### config.mk
export PLATFORM = sky130hd
export DESIGN_NAME = screen_switcher
export DESIGN_NICKNAME = d
export VERILOG_FILES = /design/src/rtl/screen_switcher.sv
export SDC_FILE = /design/constraint.sdc
export NUM_CORES = 1
export LEC_CHECK = 0
export CAP_MARGIN = 0
export CORE_MARGIN = 4
export CORE_UTILIZATION = 37
export DETAILED_ROUTE_END_ITERATION = 16
export PLACE_DENSITY = 0.82
export SKIP_CTS_REPAIR_TIMING = 1
export SLEW_MARGIN = 20
export SYNTH_ARGS = -nofsm -noshare
export SYNTH_HDL_FRONTEND = slang
export SYNTH_SLANG_ARGS = --single-unit
### constraint.sdc
create_clock -name clk -period 2.4 [get_ports clk]
set_clock_uncertainty 0.05 [all_clocks]
set_input_delay 0.48 -clock clk [delete_from_list [all_inputs] [get_ports clk]]
set_output_delay 0.48 -clock clk [all_outputs]
set_load 0.05 [all_outputs]
### src/rtl/screen_switcher.sv
// screen_switcher: frame-synchronous N-way VGA source selector with optional fade-out/fade-in.
// Ports:
//   clk, rst_n              clock, asynchronous active-low reset
//   src_hcount/src_vcount   per-source counters, channel i at [i*HC_W +: HC_W]
//   src_hsync/vsync/hblnk/vblnk  per-source timing bits, channel i at bit i
//   src_rgb                 per-source colour, channel i at [i*RGB_W +: RGB_W]
//   sel_req/sel_valid/sel_ready  source-change request handshake
//   out_*                   registered timing and attenuated colour of the displayed source
//   active_sel              displayed source
//   switching               high while a change is in progress
module screen_switcher #(
  parameter int N_SRC = 5,
  parameter int SEL_W = $clog2(N_SRC),
  parameter int HC_W = 11,
  parameter int RGB_W = 12,
  parameter int FADE_STEPS = 4,
  parameter int DEFAULT_SRC = 0
) (
  input  logic                   clk,
  input  logic                   rst_n,
  input  logic [N_SRC*HC_W-1:0]  src_hcount,
  input  logic [N_SRC*HC_W-1:0]  src_vcount,
  input  logic [N_SRC-1:0]       src_hsync,
  input  logic [N_SRC-1:0]       src_vsync,
  input  logic [N_SRC-1:0]       src_hblnk,
  input  logic [N_SRC-1:0]       src_vblnk,
  input  logic [N_SRC*RGB_W-1:0] src_rgb,
  input  logic [SEL_W-1:0]       sel_req,
  input  logic                   sel_valid,
  output logic                   sel_ready,
  output logic [HC_W-1:0]        out_hcount,
  output logic [HC_W-1:0]        out_vcount,
  output logic                   out_hsync,
  output logic                   out_vsync,
  output logic                   out_hblnk,
  output logic                   out_vblnk,
  output logic [RGB_W-1:0]       out_rgb,
  output logic [SEL_W-1:0]       active_sel,
  output logic                   switching
);
  localparam int C_W = RGB_W / 3;
  localparam int ATT_W = FADE_STEPS > 0 ? $clog2(FADE_STEPS + 1) : 1;
  typedef enum logic [2:0] {IDLE, FADE_OUT, CUT, SWAP, FADE_IN} state_t;
  state_t state, state_d;
  logic [HC_W-1:0] hc [N_SRC];
  logic [HC_W-1:0] vc [N_SRC];
  logic [RGB_W-1:0] rgb [N_SRC];
  logic [RGB_W-1:0] rgb_att;
  logic [SEL_W-1:0] pending, pending_d, active_d;
  logic [ATT_W-1:0] att, att_d;
  logic vb_prev, vb_prev_d, fb, take, blank;
  genvar i, c;
  generate
    for (i = 0; i < N_SRC; i++) begin : g_unpack
      assign hc[i] = src_hcount[i*HC_W +: HC_W];
      assign vc[i] = src_vcount[i*HC_W +: HC_W];
      assign rgb[i] = src_rgb[i*RGB_W +: RGB_W];
    end
    for (c = 0; c < 3; c++) begin : g_comp
      assign rgb_att[c*C_W +: C_W] = rgb[active_sel][c*C_W +: C_W] >> att;
    end
  endgenerate
  assign sel_ready = state == IDLE;
  assign blank = src_hblnk[active_sel] | src_vblnk[active_sel];
  assign fb = src_vblnk[active_sel] & ~vb_prev;
  // only a request naming a different, existing source starts a switch; others are just consumed
  assign take = sel_valid && sel_ready && sel_req != active_sel && {1'b0, sel_req} < (SEL_W + 1)'(N_SRC);
  always_comb begin
    state_d = state;
    att_d = att;
    pending_d = pending;
    active_d = active_sel;
    vb_prev_d = src_vblnk[active_sel];
    case (state)
      IDLE: begin
        att_d = '0;
        if (take) begin
          pending_d = sel_req;
          state_d = FADE_STEPS == 0 ? CUT : FADE_OUT;
        end
      end
      FADE_OUT: if (fb) begin
        att_d = att + 1'b1;
        state_d = att_d == ATT_W'(FADE_STEPS) ? SWAP : FADE_OUT;
      end
      CUT: state_d = fb ? SWAP : CUT;
      SWAP: begin
        active_d = pending;
        // edge detector restarts from the new source's level so the swap itself is not a frame boundary
        vb_prev_d = src_vblnk[pending];
        state_d = FADE_STEPS == 0 ? IDLE : FADE_IN;
      end
      FADE_IN: if (fb) begin
        att_d = att - 1'b1;
        state_d = att_d == '0 ? IDLE : FADE_IN;
      end
      default: state_d = IDLE;
    endcase
  end
  always_ff @(posedge clk or negedge rst_n)
    if (!rst_n) begin
      state <= IDLE;
      att <= '0;
      pending <= SEL_W'(DEFAULT_SRC);
      active_sel <= SEL_W'(DEFAULT_SRC);
      vb_prev <= 1'b0;
      switching <= 1'b0;
    end else begin
      state <= state_d;
      att <= att_d;
      pending <= pending_d;
      active_sel <= active_d;
      vb_prev <= vb_prev_d;
      switching <= state_d != IDLE;
    end
  always_ff @(posedge clk or negedge rst_n)
    if (!rst_n) begin
      out_hcount <= '0;
      out_vcount <= '0;
      out_hsync <= 1'b0;
      out_vsync <= 1'b0;
      out_hblnk <= 1'b0;
      out_vblnk <= 1'b0;
      out_rgb <= '0;
    end else begin
      out_hcount <= hc[active_sel];
      out_vcount <= vc[active_sel];
      out_hsync <= src_hsync[active_sel];
      out_vsync <= src_vsync[active_sel];
      out_hblnk <= src_hblnk[active_sel];
      out_vblnk <= src_vblnk[active_sel];
      out_rgb <= blank ? '0 : rgb_att;
    end
endmodule

### Word-level counts from Yosys, hierarchy flattened

Cells that the tools add are included.
W data, S select, Z words.

* add/sub/neg operators: 2
* $lt $le $gt $ge: 4
* equality and inequality tests: 8
* shifts and indexed selects: 3
* muxes and demuxes: 31
* bitwise operators: 4
* reductions and logical operators: 9

Operators by type and width (count)
* $bmux W11 S3: 2
* $mux W11: 4
* $bmux W12 S3: 1
* $mux W12: 3
* $mux W3: 6
* $bmux W1 S3: 5
* $pmux W3 S5: 1
* $shr A4 B3 Y4: 3
* $pmux W3 S3: 1
* $lt A3 B4 Y1 const B: 2
* $mux W1: 7
* $eq A3 B2 Y1 const B: 2
* $eq A3 B3 Y1 const B: 2
* $logic_not A3 Y1: 2
* $reduce_bool A3 Y1: 2
* $ge A4 B4 Y1 const B: 1
* $ne A2 B2 Y1 const B: 2
* $not A3 Y4: 1
* $add A3 B1 Y3 const B: 1
* $eq A3 B1 Y1 const B: 1
* $logic_and A1 B1 Y1: 3
* $lt A3 B3 Y1 const B: 1
* $ne A3 B3 Y1: 1
* $reduce_and A3 Y1: 1
* other kinds (6): 6

* register bits: 52
* output and inout port bits: 43
* word-level logic and storage cells: 74

### Logic depth before layout (Yosys ltp)

* word-level depth: 7
* mapped depth: 8
* gate-level depth less buffers: 6

### Worst setup path before layout

OpenSTA, ideal clock, no wires.

* path type: reg2out
* start: register state[1]
* end: output sel_ready
* data arrival time: 1739 ps
* required time: 1870 ps
* slack: 131 ps
* cell stages (with the launch flop): 3
* path buffers: 1
* cell sequence: dfrtp_1 > clkbuf_1 > nor3_1

* word-level cells in the longest chain between the ends: 1

Ends and longest elaborated chain
* start, declared: line 44 `state_t state, state_d;`
* start signal, assigned: line 109 `state <= state_d;`
* $logic_not A3 Y1: line 63 `assign sel_ready = state == IDLE;`
* end, declared: line 30 `output logic sel_ready,`

No other way between the ends.

### Final worst setup path

* start: register active_sel[2]
* end: output active_sel[2]

RTL lines
* start, declared: line 38 `output logic [SEL_W-1:0] active_sel,`
* start signal, assigned: line 105 `active_sel <= SEL_W'(DEFAULT_SRC);`
* start signal, assigned: line 112 `active_sel <= active_d;`

No word-level cell between the ends.

==> results.json <==
{
  "crit_path_start": "active_sel[2]$_DFFE_PN0P_",
  "max_freq_ghz": 0.445,
  "netSwitchingFraction_pct": 49.6,
  "capture_point_of_the_worst_reg_to_reg_path": "out_rgb[4]$_DFF_PN0_",
  "dp_hpwl_um": 12800,
  "finalSetupViolations": 0,
  "fillers": 784,
  "floorplan.die.width_um": 107,
  "report.final.hold_viol_count": 0,
  "grt_use_total_pct": 25.4,
  "layout.nets": 817,
  "synth.yosys.warnings": 0,
  "fin_crit_period_ns": 2.25,
  "port_buffers": 238,
  "syn2layout_area_growth_pct": 72.7,
  "syn_avg_cell_area_um2": 9.51,
  "drt-vias-per-instance": 5.47,
  "path_max_fanout": 11,
  "place.gp.congestion": 0.940,
  "intPower_mw": 3.28,
  "synth_fp_nets": 582,
  "ys_seq_elements": 52,
  "dieArea_um2": 11500,
  "detail_route.iter0.violations": 279,
  "path_delay_family": "buffers and inverters",
  "synth_seq_area_share_pct": 35.8,
  "num_vias": 4088,
  "cts_root_buf": "clkbuf_8",
  "vertical_extent_of_the_die_um": 107,
  "crit_buf_inv": 1,
  "cts_inserted_buffers": 5,
  "finalWirelength_um": 15600,
  "final-max-slew-violation-count": 0,
  "grt_remaining_overflow": 0,
  "synth_enable_flop_cells": 0,
  "number_of_gates_on_the_worst_path_with_buffers_counted": 1,
  "insertion_delay_ns": 0.30,
  "postRouteAntennaNets": 0,
  "worst_setup_hold_path_clk_slew_ns": 0.10,
  "critical_path.reg2reg.startpoint": "active_sel[2]$_DFFE_PN0P_",
  "synthesis.area_um2": 3630,
  "fin_setup_tns_ns": 0,
  "pin_count_of_the_biggest_net_entering_global_routing": 34,
  "timing.max_slew.rel_slack_pct": 56.2,
  "netlist_instances": 382,
  "synth_async_sr_flop_share_pct": 100,
  "clock_sink_count": 52,
  "crit_path_cell_trace": "clkdlybuf4s50_1",
  "critical-path-max-stage-delay_ns": 0.87,
  "drv_cap": 0,
  "final.period_utilization_pct": 93.6,
  "cts_max_level": 2,
  "worst-endpoint-arrival_ns": 1.72,
  "grt_first_pass_wirelength_um": 22700,
  "status": "complete, no violations",
  "hp-class": "in2async",
  "worst-setup-path-type": "reg2out",
  "cp_data_required_time_ns": 1.87,
  "static-leakage-power_nw": 2.45,
  "route.detailed.wl_per_inst_um": 20.8,
  "grt_pass1_vias": 4193,
  "num_antenna_cells": 0,
  "postLayoutCoreUtil_pct": 66.6,
  "initial_core_util_pct": 38.6,
  "synth_cell_types": 51,
  "setup.reg_to_reg.worst_slack_ns": 0.26,
  "clockPowerShare_pct": 9.4,
  "worstSetupStartpointType": "flip-flop",
  "placement_rows": 35,
  "dominantRegCellSynth": "dfrtp_1",
  "tritoncts": "yes",
  "crit_path_top_delay_cell": "clkdlybuf4s50_1",
  "p_switching_mw": 3.23,
  "totalPowerFinal_mw": 6.51,
  "peakVddDrop_uv": 652,
  "p_seq_share_pct": 23.3,
  "firstDrtPassIters": 5,
  "p_comb_share_pct": 67.3,
  "area_inside_the_core_boundary_um2": 9420,
  "clockBufferDepth": 2,
  "post-route-drc-count": 0,
  "reg2regPathDepth": 5,
  "post_route_cells_drive_above_1_share_pct": 9.22,
  "timing.critical_path.to": "active_sel[2]",
  "antenna_found_initial": 0,
  "slew_of_the_pin_with_the_lowest_slew_margin_ns": 0.648,
  "design.portCount": 239,
  "setup.worst_path.end_class": "output port",
  "power.density_cell_area_nw_per_um2": 1040,
  "rsz0062_at_grt": "false"
}
## kinds of logic (layout without fill, tap and decap cells)
kind of cell               Yosys count  count (layout)  share of synthesized area (%)
muxes                               82              82                           23.2
adders and majority gates            4               4                           1.38
buffers and inverters               40             276                           5.65
AOI/OAI and AO/OA                  109             109                           20.4
and+or+nand+nor                     90              90                           12.3
DFF                                 52              52                           35.8
xor gates and xnor gates             5               5                           1.21
## power by group through the flow
stage / Sequential [mW] / Clock, mW / Combinational [mW]
floorplan: 2.48 / 0 / 1.88
global route: 1.56 / 0.660 / 4.64
CTS: 1.52 / 0.624 / 4.37
global placement: 1.52 / 0 / 4.30
finish: 1.52 / 0.611 / 4.39
detailed placement: 1.53 / 0 / 4.36
## worst min path at each step
| stage | start | endpoint | slack (ns) | depth (start not counted) |
|---|---|---|---|---|
| after floorplan | rst_n | active_sel[0]$_DFFE_PN0P_ | 0.13 | 0 |
| final | rst_n | out_vcount[4]$_DFF_PN0_ | 0.55 | 2 |
| after global placement | rst_n | out_vcount[3]$_DFF_PN0_ | 0.32 | 1 |
| after CTS | rst_n | out_vcount[1]$_DFF_PN0_ | -0.007 | 1 |
| after global routing | rst_n | out_vcount[4]$_DFF_PN0_ | 0.54 | 2 |
| after detailed placement | rst_n | out_vcount[3]$_DFF_PN0_ | 0.33 | 1 |
## layout by cell type, fill, tap and decap left out, types with 2 or more instances in the layout
master / count
nor2b_1: 2
dfrtp_2: 3
ha_1: 4
clkbuf_8: 5
a311oi_1: 2
inv_1: 9
nand2_1: 7
nand2b_1: 10
nand3_1: 2
mux2_2: 9
a41oi_1: 2
mux2i_1: 72
nor2_1: 46
o221a_2: 3
o21ai_0: 9
a21o_1: 3
o22ai_1: 30
and3_1: 2
a2111oi_0: 2
a2111oi_2: 4
xor2_1: 4
nor3_1: 7
nor4_2: 2
nand4b_1: 2
a21oi_1: 30
a31oi_1: 11
o221ai_1: 3
nor4_1: 2
buf_4: 22
dfrtp_1: 49
clkdlybuf4s50_1: 235
## area by class of cell
type,instances,area [um^2],area share [%]
repair buffers,259,2530,40.4
multi-input cells,290,2130,33.9
flip-flops and latches,52,1310,20.8
well taps,129,161,2.57
clock buffers,5,68.8,1.10
clock inverters,3,42.5,0.678
inverters,9,33.8,0.538
## metal layers
metal	up-vias	GRT usage (%)	wire, um	part of all wire (%)
li1	1899	-	-	-
met1	1981	30.6	5830	37
met2	190	45.8	8110	52
met3	18	6.02	1410	9.0
met4	0	5.21	224	1.4
met5	-	0	0	0
## flip-flops by register name, summed over array words and instances (netlist names)
signal	count
state	3
out_hblnk	1
out_vcount	11
out_hsync	1
vb_prev	1
att	3
pending	3
out_vsync	1
switching	1
out_hcount	11
out_rgb	12
out_vblnk	1
active_sel	3
## cell usage after synthesis, types with 3 or more instances
cell / number / share of area, %
a2111oi_2: 4 / 1.7
a21o_1: 3 / 0.62
a21oi_1: 30 / 4.1
a31oi_1: 11 / 1.9
buf_1: 3 / 0.31
buf_2: 8 / 1.1
buf_4: 6 / 1.2
buf_6: 3 / 0.93
clkbuf_1: 11 / 1.1
dfrtp_1: 52 / 36
ha_1: 4 / 1.4
inv_1: 9 / 0.93
mux2_2: 9 / 2.8
mux2i_1: 72 / 20
nand2_1: 7 / 0.72
nand2b_1: 10 / 1.7
nor2_1: 46 / 4.8
nor2b_1: 3 / 0.52
nor3_1: 7 / 0.96
o21ai_0: 9 / 1.2
o221a_2: 3 / 0.93
o221ai_1: 3 / 0.72
o22ai_1: 30 / 5.2
xor2_1: 4 / 0.96
## per-stage QoR
| step | setup WS, ns | cells | instance area (um^2) | hold WS [ns] |
|---|---|---|---|---|
| 2_1_floorplan | 0.131 | 382 | 3630 | 0.134 |
| 3_3_place_gp | 0.153 | 738 | 6150 | 0.323 |
| 3_5_place_dp | 0.100 | 738 | 6150 | 0.330 |
| 4_1_cts | 0.141 | 746 | 6260 | -0.00733 |
| 5_1_grt | 0.0462 | 747 | 6270 | 0.542 |
| 6_report | 0.154 | 747 | 6270 | 0.548 |
Power figures use the tool's default switching activity.
